[src/rtl/video_src_switch_ctrl.sv]
// Frame-aligned two-source AXI4-Stream arbiter with a registered 2-entry output slice.
// Sources change only on start-of-frame (TUSER[0]), so the output never carries a spliced frame.
module video_src_switch_ctrl #(
    parameter int unsigned DW      = 32,
    parameter int unsigned SYNC_TO = 1048576,
    parameter int unsigned CNT_W   = 16
) (
    input  logic             axi_clk_i,
    input  logic             axi_rst_i,
    input  logic             enable_i,
    input  logic             sel_i,
    input  logic             drain_unsel_i,
    input  logic [DW-1:0]    in0_tdata_i,
    input  logic             in0_tvalid_i,
    output logic             in0_tready_o,
    input  logic             in0_tuser_i,
    input  logic             in0_tlast_i,
    input  logic [DW-1:0]    in1_tdata_i,
    input  logic             in1_tvalid_i,
    output logic             in1_tready_o,
    input  logic             in1_tuser_i,
    input  logic             in1_tlast_i,
    output logic [DW-1:0]    out_tdata_o,
    output logic             out_tvalid_o,
    input  logic             out_tready_i,
    output logic             out_tuser_o,
    output logic             out_tlast_o,
    output logic             cur_sel_o,
    output logic             switching_o,
    output logic             sync_err_o,
    output logic [CNT_W-1:0] drop_cnt_o,
    output logic [CNT_W-1:0] frame_cnt_o
);

    localparam int unsigned TO_W = $clog2(SYNC_TO + 1);

    typedef enum logic [1:0] {
        ST_SYNC     = 2'd0,
        ST_PASS     = 2'd1,
        ST_WAIT_EOF = 2'd2
    } state_t;

    state_t          state;
    logic            cur_sel;
    logic            slice_rdy;
    logic            skid_vld;
    logic [DW-1:0]   skid_data;
    logic            skid_user;
    logic            skid_last;
    logic [TO_W-1:0] to_cnt;

    logic [DW-1:0]   hd_data;
    logic            hd_vld;
    logic            hd_user;
    logic            hd_last;
    logic            hd_rdy;
    logic            hd_acc;
    logic            push;
    logic            drop;
    logic            pop;
    logic [1:0]      occ;
    logic [1:0]      occ_nxt;

    // Head beat of the source that currently owns the output
    always_comb begin
        hd_data = cur_sel ? in1_tdata_i  : in0_tdata_i;
        hd_vld  = cur_sel ? in1_tvalid_i : in0_tvalid_i;
        hd_user = cur_sel ? in1_tuser_i  : in0_tuser_i;
        hd_last = cur_sel ? in1_tlast_i  : in0_tlast_i;
    end

    // Selected-source ready: SOF is held off in WAIT_EOF, non-SOF beats are flushed in SYNC
    always_comb begin
        hd_rdy = 1'b0;
        case (state)
            ST_PASS:     hd_rdy = enable_i & slice_rdy;
            ST_WAIT_EOF: hd_rdy = enable_i & slice_rdy & ~(hd_vld & hd_user);
            default:     hd_rdy = enable_i & (hd_user ? (slice_rdy & (sel_i == cur_sel)) : 1'b1);
        endcase
    end

    assign in0_tready_o = cur_sel ? drain_unsel_i : hd_rdy;
    assign in1_tready_o = cur_sel ? hd_rdy : drain_unsel_i;

    assign hd_acc  = hd_vld & hd_rdy;
    assign push    = hd_acc & ((state != ST_SYNC) | hd_user);
    assign drop    = hd_acc & (state == ST_SYNC) & ~hd_user;
    assign pop     = out_tvalid_o & out_tready_i;
    assign occ     = 2'(out_tvalid_o) + 2'(skid_vld);
    assign occ_nxt = occ + 2'(push) - 2'(pop);

    assign cur_sel_o   = cur_sel;
    assign switching_o = (state != ST_PASS);

    // Output register plus skid entry; ready is registered from next occupancy
    always_ff @(posedge axi_clk_i or posedge axi_rst_i) begin
        if (axi_rst_i) begin
            out_tvalid_o <= 1'b0;
            out_tdata_o  <= '0;
            out_tuser_o  <= 1'b0;
            out_tlast_o  <= 1'b0;
            skid_vld     <= 1'b0;
            skid_data    <= '0;
            skid_user    <= 1'b0;
            skid_last    <= 1'b0;
            slice_rdy    <= 1'b0;
        end else begin
            slice_rdy <= ~occ_nxt[1];
            if (!out_tvalid_o || out_tready_i) begin
                if (skid_vld) begin
                    out_tvalid_o <= 1'b1;
                    out_tdata_o  <= skid_data;
                    out_tuser_o  <= skid_user;
                    out_tlast_o  <= skid_last;
                    skid_vld     <= push;
                    if (push) begin
                        skid_data <= hd_data;
                        skid_user <= hd_user;
                        skid_last <= hd_last;
                    end
                end else begin
                    out_tvalid_o <= push;
                    if (push) begin
                        out_tdata_o <= hd_data;
                        out_tuser_o <= hd_user;
                        out_tlast_o <= hd_last;
                    end
                end
            end else if (push) begin
                skid_vld  <= 1'b1;
                skid_data <= hd_data;
                skid_user <= hd_user;
                skid_last <= hd_last;
            end
        end
    end

    // Switch FSM with SOF-wait timeout; sync_err clears when PASS is entered
    always_ff @(posedge axi_clk_i or posedge axi_rst_i) begin
        if (axi_rst_i) begin
            state      <= ST_SYNC;
            cur_sel    <= 1'b0;
            to_cnt     <= '0;
            sync_err_o <= 1'b0;
        end else begin
            case (state)
                ST_PASS: begin
                    to_cnt <= '0;
                    if (!enable_i) begin
                        state <= ST_SYNC;
                    end else if (sel_i != cur_sel) begin
                        state <= ST_WAIT_EOF;
                    end
                end
                ST_WAIT_EOF: begin
                    to_cnt <= '0;
                    if (!enable_i) begin
                        state   <= ST_SYNC;
                        cur_sel <= sel_i;
                    end else if (hd_vld && hd_user) begin
                        state   <= ST_SYNC;
                        cur_sel <= ~cur_sel;
                    end else if (sel_i == cur_sel) begin
                        state <= ST_PASS;
                    end
                end
                default: begin
                    if (enable_i && (sel_i != cur_sel)) begin
                        cur_sel <= sel_i;
                        to_cnt  <= '0;
                    end else begin
                        if (enable_i && (to_cnt != TO_W'(SYNC_TO))) begin
                            to_cnt <= to_cnt + TO_W'(1);
                            if (to_cnt == TO_W'(SYNC_TO - 1)) begin
                                sync_err_o <= 1'b1;
                            end
                        end
                        if (push) begin
                            state      <= ST_PASS;
                            sync_err_o <= 1'b0;
                        end
                    end
                end
            endcase
        end
    end

    // Frame counter wraps, drop counter saturates
    always_ff @(posedge axi_clk_i or posedge axi_rst_i) begin
        if (axi_rst_i) begin
            frame_cnt_o <= '0;
            drop_cnt_o  <= '0;
        end else begin
            if (push && hd_user) begin
                frame_cnt_o <= frame_cnt_o + CNT_W'(1);
            end
            if (drop && (drop_cnt_o != {CNT_W{1'b1}})) begin
                drop_cnt_o <= drop_cnt_o + CNT_W'(1);
            end
        end
    end

endmodule
[config.mk]
export PLATFORM = sky130hd
export DESIGN_NAME = video_src_switch_ctrl
export DESIGN_NICKNAME = d
export VERILOG_FILES = /design/src/rtl/video_src_switch_ctrl.sv
export SDC_FILE = /design/constraint.sdc
export NUM_CORES = 1
export LEC_CHECK = 0
export ABC_AREA = 1
export ABC_CLOCK_PERIOD_IN_PS = 4820
export CORE_MARGIN = 3
export CORE_UTILIZATION = 52
export DETAILED_ROUTE_END_ITERATION = 7
export PLACE_DENSITY = 0.81
export RECOVER_POWER = 25
export SLEW_MARGIN = 25
export SYNTH_ARGS = -nofsm -noshare
export SYNTH_HDL_FRONTEND = slang
export SYNTH_SLANG_ARGS = --single-unit
[constraint.sdc]
create_clock -name axi_clk_i -period 4.82 [get_ports axi_clk_i]
set_input_delay 0.964 -clock axi_clk_i [delete_from_list [all_inputs] [get_ports axi_clk_i]]
set_output_delay 0.964 -clock axi_clk_i [all_outputs]
set_load 0.005 [all_outputs]
# == After elaboration in Yosys (flattened, before gate mapping) ==
# Index checks and enable logic that the tools add are counted.
# classes
n_reduce_logical,21
n_addsub,6
n_bitwise,18
mux,45
eq_ne,13
# op_table
operator,n
two-way mux 32 bit,6
two-way mux 21 bit,3
adder 16 x 1 -> 16 bit (second input constant),2
two-way mux 1 bit,26
adder 21 x 1 -> 21 bit (second input constant),1
== test 21 x 20 -> 1 bit (second input constant),1
!= test 21 bit (second input constant),1
!= test 16 bit (second input constant),1
two-way mux 2 bit,7
nonzero test 2 bit,6
AND 1 bit,10
AND reduction 4 bit,2
NOT 1 bit,7
!= test 3 bit (second input constant),2
nonzero test 3 bit,2
logical AND 1 bit,5
!= test 4 bit (second input constant),1
case mux 1 bit (2 select lines),2
case mux 2 bit (2 select lines),1
!= test 3 x 1 -> 1 bit (second input constant),1
AND reduction 3 bit,1
adder 1 x 1 -> 2 bit,1
adder 2 x 1 -> 2 bit,1
== test 2 x 1 -> 1 bit (second input constant),1
12 further kinds,12
# word_totals
elab_cells,118
inputBits,76
output_inout_bits,72
reg_bits,128

# == Depth between registers and ports, before layout ==
# Gate-level depths: netlist of the first run.
# depth
word_depth,10
mapped_depth,14
depth_no_buf,13

# == Worst setup path before layout of the first run ==
# No wires, ideal clock.
# synth_timing
path_kind,input port to output port
start,input port in1_tvalid_i
end,output port in0_tready_o
t_arrival_ns,1.641
required_time_ns,3.856
path_stages,7
n_path_buf,0
path_slack_ns,2.215
path_cell_list,nand2_1 nand2_1 nand3_1 nand2_1 nand2_1 nand3_4 o21ai_0
# synth_via
elab_chain_len,6
# synth_rtl
element,line,rtl
from (decl),19,"input logic in1_tvalid_i,"
two-way mux 1 bit,67,hd_vld = cur_sel ? in1_tvalid_i : in0_tvalid_i;
AND 1 bit,77,ST_WAIT_EOF: hd_rdy = enable_i & slice_rdy & ~(hd_vld & hd_user);
NOT 1 bit,77,
AND 1 bit,77,
case mux 1 bit (2 select lines),75,case (state)
two-way mux 1 bit,82,assign in0_tready_o = cur_sel ? drain_unsel_i : hd_rdy;
to (decl),15,"output logic in0_tready_o,"
# No other way between the ends.

# == Worst setup path after layout of the first run ==
# layout_timing
start,input port sel_i
end,output port in0_tready_o
# layout_via
elab_chain_len,6
# layout_rtl
element,line,rtl
from (decl),11,"input logic sel_i,"
== test 1 bit,78,default: hd_rdy = enable_i & (hd_user ? (slice_rdy & (sel_i == cur_sel)) : 1'b1);
AND 1 bit,78,
two-way mux 1 bit,78,
AND 1 bit,78,
case mux 1 bit (2 select lines),75,
two-way mux 1 bit,82,
# No other way between the ends.

==> metrics.yaml, run 1 <==
outcome: "finished, final reports clean"
wl_um: 17800
synth_cell_types: 38
rsz0062_at_grt: "no"
portBuffers: 147
vdd_ir_drop_max_uv: 274
antenna_found_initial: 0
cts.clk_slew.worst_paths_ps: 50
ys_warn_count: 0
synthCells: 868
postCtsSetupRepairBufs: 0
remaining_drc_errors: 0
grt_overflow: 0
cts-root-buf: "clkbuf_16"
start_util_pct: 53.9
synthAdderAreaFrac_pct: 1.45
gr-usage-all-layers_pct: 25.2
cts_resized: 0
die_area_um2: 14700
register_area_um2: 3210
finalCritPeriodShare_pct: 77.2
first_pass_iters: 5
clock_latency_ps: 420
rows: 41
grt_max_degree: 80
ios: 148
chipWidth_um: 121
postRouteAntennaNets: 0
stdcell_area_um2: 9020
multi_input_area_um2: 3220
drtIter0Drc: 576
critPathKind: "in2out"
dp_hpwl_um: 12200
slew_violations: 0
cts_hold_buf: 0
yosys.area_share.simple_pct: 27.4
synth_mux_area_share_pct: 4.80
cts_buffers: 17
fin_crit_ps: 3720
p_leak_nw: 4.21
finalSetupTns_ps: 0
grt_pass1_vias: 6164
power-per-cell-area_nw_per_um2: 536
setup_viol: 0
syn_avg_cell_area_um2: 7.93
core-area_um2: 12800
cts_buffer_depth: 2
startpoint_type: "input port"
yosysSeqAreaShare_pct: 46.5
maxCapViolations: 0
worst-endpoint-arrival_ps: 2760
htree_levels: 4
synth_xor_xnor_area_share_pct: 3.31
antenna_cells: 0
nNetsFinal: 1088
worst_pin_slew_ps: 727
synth_nets: 952
vias: 6401
wire_per_inst_um: 15.0
required_ps: 3860
synth.top_cell.area_share_pct: 46.5
hold_viol_final: 0
fin_hold_ws_ps: 467
synth_largest_area_cell: "dfrtp_1"
cts_tree: "built"
post_dp_cell_area_um2: 8440
synth_seq_cells: 128
syn_to_final_growth_pct: 31.0
vias_per_cell: 5.39
endpoint_kind: "output pin"
skew_ps: 5.04
synth_top_family_by_area: "simple AND/OR/NAND/NOR gates"
cts_sinks: 128
drive_gt1_share_pct: 5.51
crit_fanout: 7
synth_area_leaders: "dfrtp_1 47%, nand2_1 15%, o21ai_0 6.5%, nand3_1 5.2%, mux2i_1 4.8%"
syn_area_um2: 6890
max-slew-margin-rel_pct: 51.5
gp_congestion: 0.901
grt_pass1_wl_um: 29600
n_fill_cell: 1006
synth_compound_area_share_pct: 9.81
die_h_um: 121
clock.fmax_mhz: 269
hold_class: "reg2reg"
## state kept, by name, summed over array words and instances, names as in the netlist
| name | cells |
|---|---|
| cur_sel_o | 1 |
| drop_cnt_o | 16 |
| frame_cnt_o | 16 |
| out_tdata_o | 32 |
| out_tlast_o | 1 |
| out_tuser_o | 1 |
| out_tvalid_o | 1 |
| skid_data | 32 |
| skid_last | 1 |
| skid_user | 1 |
| skid_vld | 1 |
| slice_rdy | 1 |
| state | 2 |
| sync_err_o | 1 |
| to_cnt | 21 |
## cell families after synthesis
logic type	Yosys count
xor+xnor	26
buf+inv	109
simple gates	438
fa+ha+maj	8
flops	128
compound gates	126
mux	33
## placed cells by master, fill, tap and decap left out, drive strengths merged, types with 6 or more instances in the layout
cell type,instances
nand2,272
clkdlybuf4s50,146
dfrtp,128
o21ai,102
inv,74
nand3,73
nor2,43
mux2i,33
nor3,23
clkbuf,23
xor2,22
a21oi,13
nand4,13
ha,8
nor4,6
## power breakdown
group	internal, mW	leakage, nW	switching, mW	total [mW]
registers	1.45	1.65	0.265	1.71
logic	0.857	2.28	1.02	1.88
clock network	0.774	0.277	0.471	1.25
total	3.08	4.21	1.75	4.83
## per-stage QoR
step | utilization, % | setup WS [ps] | instances | power [mW]
finish | 70.6 | 1100 | 1188 | 4.83
floorplan | - | 443 | 868 | 2.74
global route | 70.6 | 934 | 1188 | 5.16
CTS | 70.6 | 1100 | 1188 | 4.85
detailed placement | 66.1 | 1090 | 1157 | 3.58
global placement | 66.0 | 1100 | 1157 | 3.52
## worst max-delay path, cell delays in order
cell	delay [ps]
clkdlybuf4s50_1	530
nand2_2	90
nand3_1	120
nand2_1	60
nand2_1	120
nand3_4	160
o21ai_0	190
clkdlybuf4s50_1	520
## area by class of cell
cell class	instances	share of cell area (%)
clock buffer	23	5.52
sequential	128	35.5
multi-input combinational	631	35.7
tap	172	2.39
timing repair buffer	151	16.8
clock inverter	8	0.888
inverter	75	3.18
## worst paths after layout
kind	end	startpoint	slack (ps)	cells past startpoint
worst max-delay path	in0_tready_o	sel_i	1100	8
worst min-delay path	out_tdata_o[1]$_DFFE_PP0P_	out_tdata_o[1]$_DFFE_PP0P_	470	2
worst max register to register	out_tdata_o[23]$_DFFE_PP0P_	state[1]$_DFFE_PP0P_	1990	13
worst min register to register	out_tdata_o[1]$_DFFE_PP0P_	out_tdata_o[1]$_DFFE_PP0P_	470	2
max in group asynchronous	skid_data[14]$_DFFE_PP0P_	axi_rst_i	2940	3
min in group asynchronous	drop_cnt_o[0]$_DFFE_PP0P_	axi_rst_i	1160	2
## synthesized netlist by cell type, drive strengths merged
| library cell | count |
|---|---|
| inv | 74 |
| and2 | 1 |
| nand3 | 73 |
| nand3b | 3 |
| buf | 22 |
| nor2 | 43 |
| a211oi | 1 |
| xnor2 | 4 |
| o21ba | 1 |
| a22oi | 2 |
| and3 | 1 |
| o211ai | 1 |
| nor4 | 6 |
| mux2i | 33 |
| a21oi | 13 |
| a31oi | 3 |
| xor2 | 22 |
| clkinv | 1 |
| o21a | 2 |
| clkbuf | 12 |
| or2 | 3 |
| nand4 | 13 |
| dfrtp | 128 |
| nand2 | 272 |
| o31ai | 1 |
| nor3 | 23 |
| ha | 8 |
| o21ai | 102 |
## metal layers
metal,track usage (%),wire length [um],part of all wire (%),vias up
li1,-,-,-,3114
met1,33.8,7660,43,3054
met2,40.4,8710,49,214
met3,6.67,1230,6.9,19
met4,7.44,240,1.3,0
met5,0,0,0,-
Power figures use the tool's default switching activity.
==> inputs of run 2 (changes only) <==
--- a/config.mk
+++ b/config.mk
@@ -6,7 +6,7 @@
 export NUM_CORES = 1
 export LEC_CHECK = 0
 export ABC_AREA = 1
-export ABC_CLOCK_PERIOD_IN_PS = 4820
+export ABC_CLOCK_PERIOD_IN_PS = 3470
 export CORE_MARGIN = 3
 export CORE_UTILIZATION = 52
 export DETAILED_ROUTE_END_ITERATION = 7
==> constraint.sdc (replaced) <==
create_clock -name axi_clk_i -period 3.47 [get_ports axi_clk_i]
set_input_delay 0.694 -clock axi_clk_i [delete_from_list [all_inputs] [get_ports axi_clk_i]]
set_output_delay 0.694 -clock axi_clk_i [all_outputs]
set_load 0.005 [all_outputs]
==> run 2 against run 1 <==
  * The flow now finishes with violations (max-capacitance violations, max-slew violations)
  * Sequential power up 40%
  * Total power up 40%
  * Count of clock-buffer cells in the layout down 2
  * First-iteration DRC count down 7.1%
  * Non-clock buffer count up 9
  * Largest power group unchanged
==> metrics.yaml, run 2 (synthesis results as in run 1) <==
startpoint_type: "flip-flop"
reg_top3: "out_tdata_o x32, skid_data x32, to_cnt x21"
syn_to_final_growth_pct: 31.9
cp_cell_sequence: "inv_1, ha_1, clkinvlp_4, nand3_1, nand2_1, nand2_1, nand3_4, o21ai_0, clkdlybuf4s50_1"
critPathKind: "reg2out"
slew_violations: 38
antenna_found_initial: 1
dp_hpwl_um: 12100
gr-usage-all-layers_pct: 24.5
nNetsFinal: 1097
violations: "max-capacitance violations, max-slew violations"
gp_congestion: 0.953
cp-startpoint: "state[0]$_DFFE_PP0P_"
layout_commonest_cell: "nand2_1"
required_ps: 2780
worst-endpoint-arrival_ps: 2570
r2r_start: "state[0]$_DFFE_PP0P_"
die_h_um: 121
clock.fmax_mhz: 307
clock_latency_ps: 420
die_area_um2: 14700
outcome: "finished, violations left"
vias: 6386
start_util_pct: 53.9
finalSetupTns_ps: 0
vias_per_cell: 5.33
p_seq_share_pct: 35.5
cts.clk_slew.worst_paths_ps: 60
cts_buffers: 17
n_fill_cell: 982
placedCellCount: 1166
power-per-cell-area_nw_per_um2: 742
chipWidth_um: 121
cpMostUsedCell: "nand2_1"
wire_per_inst_um: 14.7
first_pass_iters: 6
finalCritPeriodShare_pct: 94.0
setup_viol: 0
slowest_stage: "clkdlybuf4s50_1"
htree_levels: 4
worst_pin_slew_ps: 1570
postRouteAntennaNets: 0
drive_gt1_share_pct: 6.34
register_area_um2: 3210
cts_tree: "built"
grt_overflow: 0
rows: 41
netSwitchingFraction_pct: 36.3
power_mw: 6.75
hold_viol_final: 0
fin_crit_ps: 3260
cts_sinks: 128
cts_buffer_depth: 2
min_from: "out_tdata_o[22]$_DFFE_PP0P_"
cts_hold_buf: 0
mostFrequentLayoutCells: "268 x nand2_1, 146 x clkdlybuf4s50_1, 126 x dfrtp_1"
p_switching_mw: 2.45
max_stage_delay_ps: 520
core-area_um2: 12800
drtIter0Drc: 535
portBuffers: 147
grt_max_degree: 69
clkPwrFrac_pct: 25.7
cts-root-buf: "clkbuf_16"
hold_class: "reg2reg"
remaining_drc_errors: 0
maxCapViolations: 1
endpoint_kind: "output pin"
intPower_mw: 4.30
p_leak_nw: 4.24
rsz0062_at_grt: "no"
wl_um: 17700
crit_fanout: 9
postCtsSetupRepairBufs: 0
power.share.combinational_pct: 38.8
skew_ps: 5.92
grt_pass1_vias: 6017
vdd_ir_drop_max_uv: 422
stdcell_count: 1198
grt_pass1_wl_um: 28700
ios: 148
max-slew-margin-rel_pct: -5.07
multi_input_area_um2: 3220
## run 2: power groups by stage
stage | logic, mW | clock network, mW | registers, mW
after CTS | 2.62 | 1.75 | 2.39
after detailed placement | 2.59 | 0 | 2.39
after floorplan | 1.46 | 0 | 2.35
after global routing | 2.91 | 1.82 | 2.46
after global placement | 2.53 | 0 | 2.39
final | 2.62 | 1.73 | 2.39
## run 2: area by class of cell
class,count,share of cell area [%]
multi-input cells,631,35.4
flip-flops and latches,128,35.3
repair buffers,160,17.3
clock buffers,21,5.29
inverters,75,3.15
well taps,172,2.37
clock inverters,10,1.13
diodes,1,0.0275
## run 2: path summary, 6_finish.rpt
kind,cells after the start,slack (ps),to
min in group asynchronous,2,1110,frame_cnt_o[4]$_DFFE_PP0P_
max in group asynchronous,3,670,cur_sel_o$_DFFE_PP0P_
max,9,210,in0_tready_o
min,2,470,out_tdata_o[22]$_DFFE_PP0P_
min reg2reg,2,470,out_tdata_o[22]$_DFFE_PP0P_
max reg2reg,13,890,out_tuser_o$_DFFE_PP0P_
## run 2: layer usage
metal / wire [um] / global-route usage, % / vias to the layer above / share of wire [%]
met5: 0 / 0 / - / 0
met3: 1180 / 7.09 / 25 / 6.7
li1: - / - / 3137 / -
met1: 7510 / 32.0 / 3006 / 42
met4: 298 / 7.22 / 0 / 1.7
met2: 8680 / 39.7 / 218 / 49
## run 2: through the flow
step	cell area (um^2)	hold WS, ps	worst slack, ps	util (%)
after floorplan	6890	453	1190	-
after global placement	8520	453	340	66.7
after detailed placement	8520	459	327	66.7
after CTS	9100	473	185	71.3
after global routing	9080	493	33.6	71.1
final	9080	469	209	71.1
## run 2: worst max-delay path: cells and delay by family (launching register included)
family	cells	cell delay [ps]
buffers and inverters	3	780
flip-flops	1	380
AO/OA/AOI/OAI	1	190
AND/OR/NAND/NOR	4	440
adder cells (fa/ha/maj)	1	350
## run 2: timing repair
action / 4_1_cts / 5_1_grt
hold endpoints to repair: 0 / 0
setup endpoints to repair: 0 / 1
resized for setup: 0 / 1
==> inputs of run 3 (changes only) <==
--- a/config.mk
+++ b/config.mk
@@ -7,12 +7,12 @@
 export LEC_CHECK = 0
 export ABC_AREA = 1
 export ABC_CLOCK_PERIOD_IN_PS = 3470
-export CORE_MARGIN = 3
+export CORE_MARGIN = 4
 export CORE_UTILIZATION = 52
 export DETAILED_ROUTE_END_ITERATION = 7
 export PLACE_DENSITY = 0.81
 export RECOVER_POWER = 25
-export SLEW_MARGIN = 25
+export SLEW_MARGIN = 20
 export SYNTH_ARGS = -nofsm -noshare
 export SYNTH_HDL_FRONTEND = slang
 export SYNTH_SLANG_ARGS = --single-unit
==> run 3 against run 2 <==
  * The run now ends clean
  * Hold slack better by 1.8 ps
  * Via count down 0.38%
  * Final area down 0.18%
  * Core utilization down 0.13 points
  * Fmax up 4.9%
  * Clock skew up 0.79 ps
  * Die area up 3.3%
  * Final cell count about the same
  * Sequential power about the same
  * Register-to-register slack better by 60 ps
  * Non-clock buffer count unchanged
  * Clock power about the same
==> metrics.yaml, run 3 (synthesis results as in run 1) <==
dp_slack_ps: 413
slew_violations: 0
antenna_cells: 0
die_h_um: 123
cts_buffers: 17
grt_max_degree: 70
setup_slack_ps: 360
portBuffers: 147
remaining_drc_errors: 0
cts_resized: 0
antenna_found_initial: 0
n_fill_cell: 986
stdcell_count: 1197
required_ps: 2780
finalCritPeriodShare_pct: 89.6
gr-usage-all-layers_pct: 24.2
maxCapViolations: 0
outcome: "finished, final reports clean"
cts_tree: "built"
core-area_um2: 12800
wl_um: 17800
cts_sinks: 128
layout_commonest_cell: "nand2_1"
drive_gt1_share_pct: 6.24
die_area_um2: 15100
finish.utilization_pct: 71.0
p_leak_nw: 4.24
reg_top3: "out_tdata_o x32, skid_data x32, to_cnt x21"
worst-endpoint-arrival_ps: 2420
hold_viol_final: 0
cts.clk_slew.worst_paths_ps: 60
postCtsSetupRepairBufs: 0
wire_per_inst_um: 14.8
mostFrequentLayoutCells: "268 x nand2_1, 146 x clkdlybuf4s50_1, 126 x dfrtp_1"
worst_pin_slew_ps: 1180
setup_viol: 0
rsz0062_at_grt: "no"
fin_hold_ws_ps: 471
skew_ps: 6.71
critPathKind: "reg2out"
vias_per_cell: 5.31
drtIter0Drc: 549
gp_congestion: 0.937
ios: 148
start_util_pct: 53.9
clock.fmax_mhz: 322
endpoint_kind: "output pin"
power_mw: 6.76
clock_latency_ps: 420
dp_hpwl_um: 12400
nNetsFinal: 1097
fin_crit_ps: 3110
vdd_ir_drop_max_uv: 381
first_pass_iters: 6
cts-root-buf: "clkbuf_16"
power-per-cell-area_nw_per_um2: 746
rows: 41
grt_pass1_wl_um: 28700
max-slew-margin-rel_pct: 21.4
crit_fanout: 3
syn_to_final_growth_pct: 31.7
chipWidth_um: 123
grt_pass1_vias: 6018
postRouteAntennaNets: 0
finalSetupTns_ps: 0
grt_overflow: 0
cts_hold_buf: 0
vias: 6362
cts_buffer_depth: 2
stdcell_area_um2: 9070
placedCellCount: 1166
post_dp_cell_area_um2: 8520
hold_class: "reg2reg"
startpoint_type: "flip-flop"
htree_levels: 4
==> run 3: changes by cell type in the layout (fill, tap and decap cells not counted), sizes merged <==
cell,before,now
clkbuf,24,21
inv,75,76
bufinv,1,2
clkinv,5,8
clkinvlp,4,2
diode,1,0
==> run 3: critical path, cell delays in order (launching register included) <==
cell and delay, ps:
dfrtp_1 380, inv_1 90, ha_1 320, clkinv_1 90
nand3_1 90, nand2_1 50, nand2_1 110, nand3_4 130
o21ai_0 200, clkdlybuf4s50_1 530
==> run 3: worst paths after layout <==
kind	start	to	slack, ps	cells after the start
max	state[1]$_DFFE_PP0P_	in1_tready_o	360	9
min	out_tdata_o[24]$_DFFE_PP0P_	out_tdata_o[24]$_DFFE_PP0P_	470	2
max reg2reg	state[1]$_DFFE_PP0P_	drop_cnt_o[2]$_DFFE_PP0P_	950	14
min reg2reg	out_tdata_o[24]$_DFFE_PP0P_	out_tdata_o[24]$_DFFE_PP0P_	470	2
max in group asynchronous	axi_rst_i	skid_vld$_DFFE_PP0P_	1010	3
min in group asynchronous	axi_rst_i	frame_cnt_o[7]$_DFFE_PP0P_	860	2
==> run 3: layer usage <==
metal | track usage (%) | vias to the layer above | part of all wire (%)
li1 | - | 3125 | -
met1 | 31.9 | 3015 | 45
met2 | 38.7 | 207 | 48
met3 | 7.91 | 15 | 6.9
met4 | 6.30 | 0 | 0.85
met5 | 0 | - | 0
==> run 3: power breakdown <==
part | leakage, nW | switching [mW] | total, mW | internal [mW]
registers | 1.65 | 0.369 | 2.38 | 2.01
clock network | 0.286 | 0.677 | 1.75 | 1.07
logic | 2.30 | 1.40 | 2.63 | 1.23
==> run 3: final cells by class <==
cell class,instances,area (um^2),share of cell area [%]
Clock buffer,18,439,4.84
Clock inverter,13,136,1.50
Inverter,75,283,3.12
Multi-Input combinational cell,631,3220,35.5
Sequential cell,128,3210,35.3
Tap cell,172,215,2.37
Timing Repair Buffer,160,1570,17.3
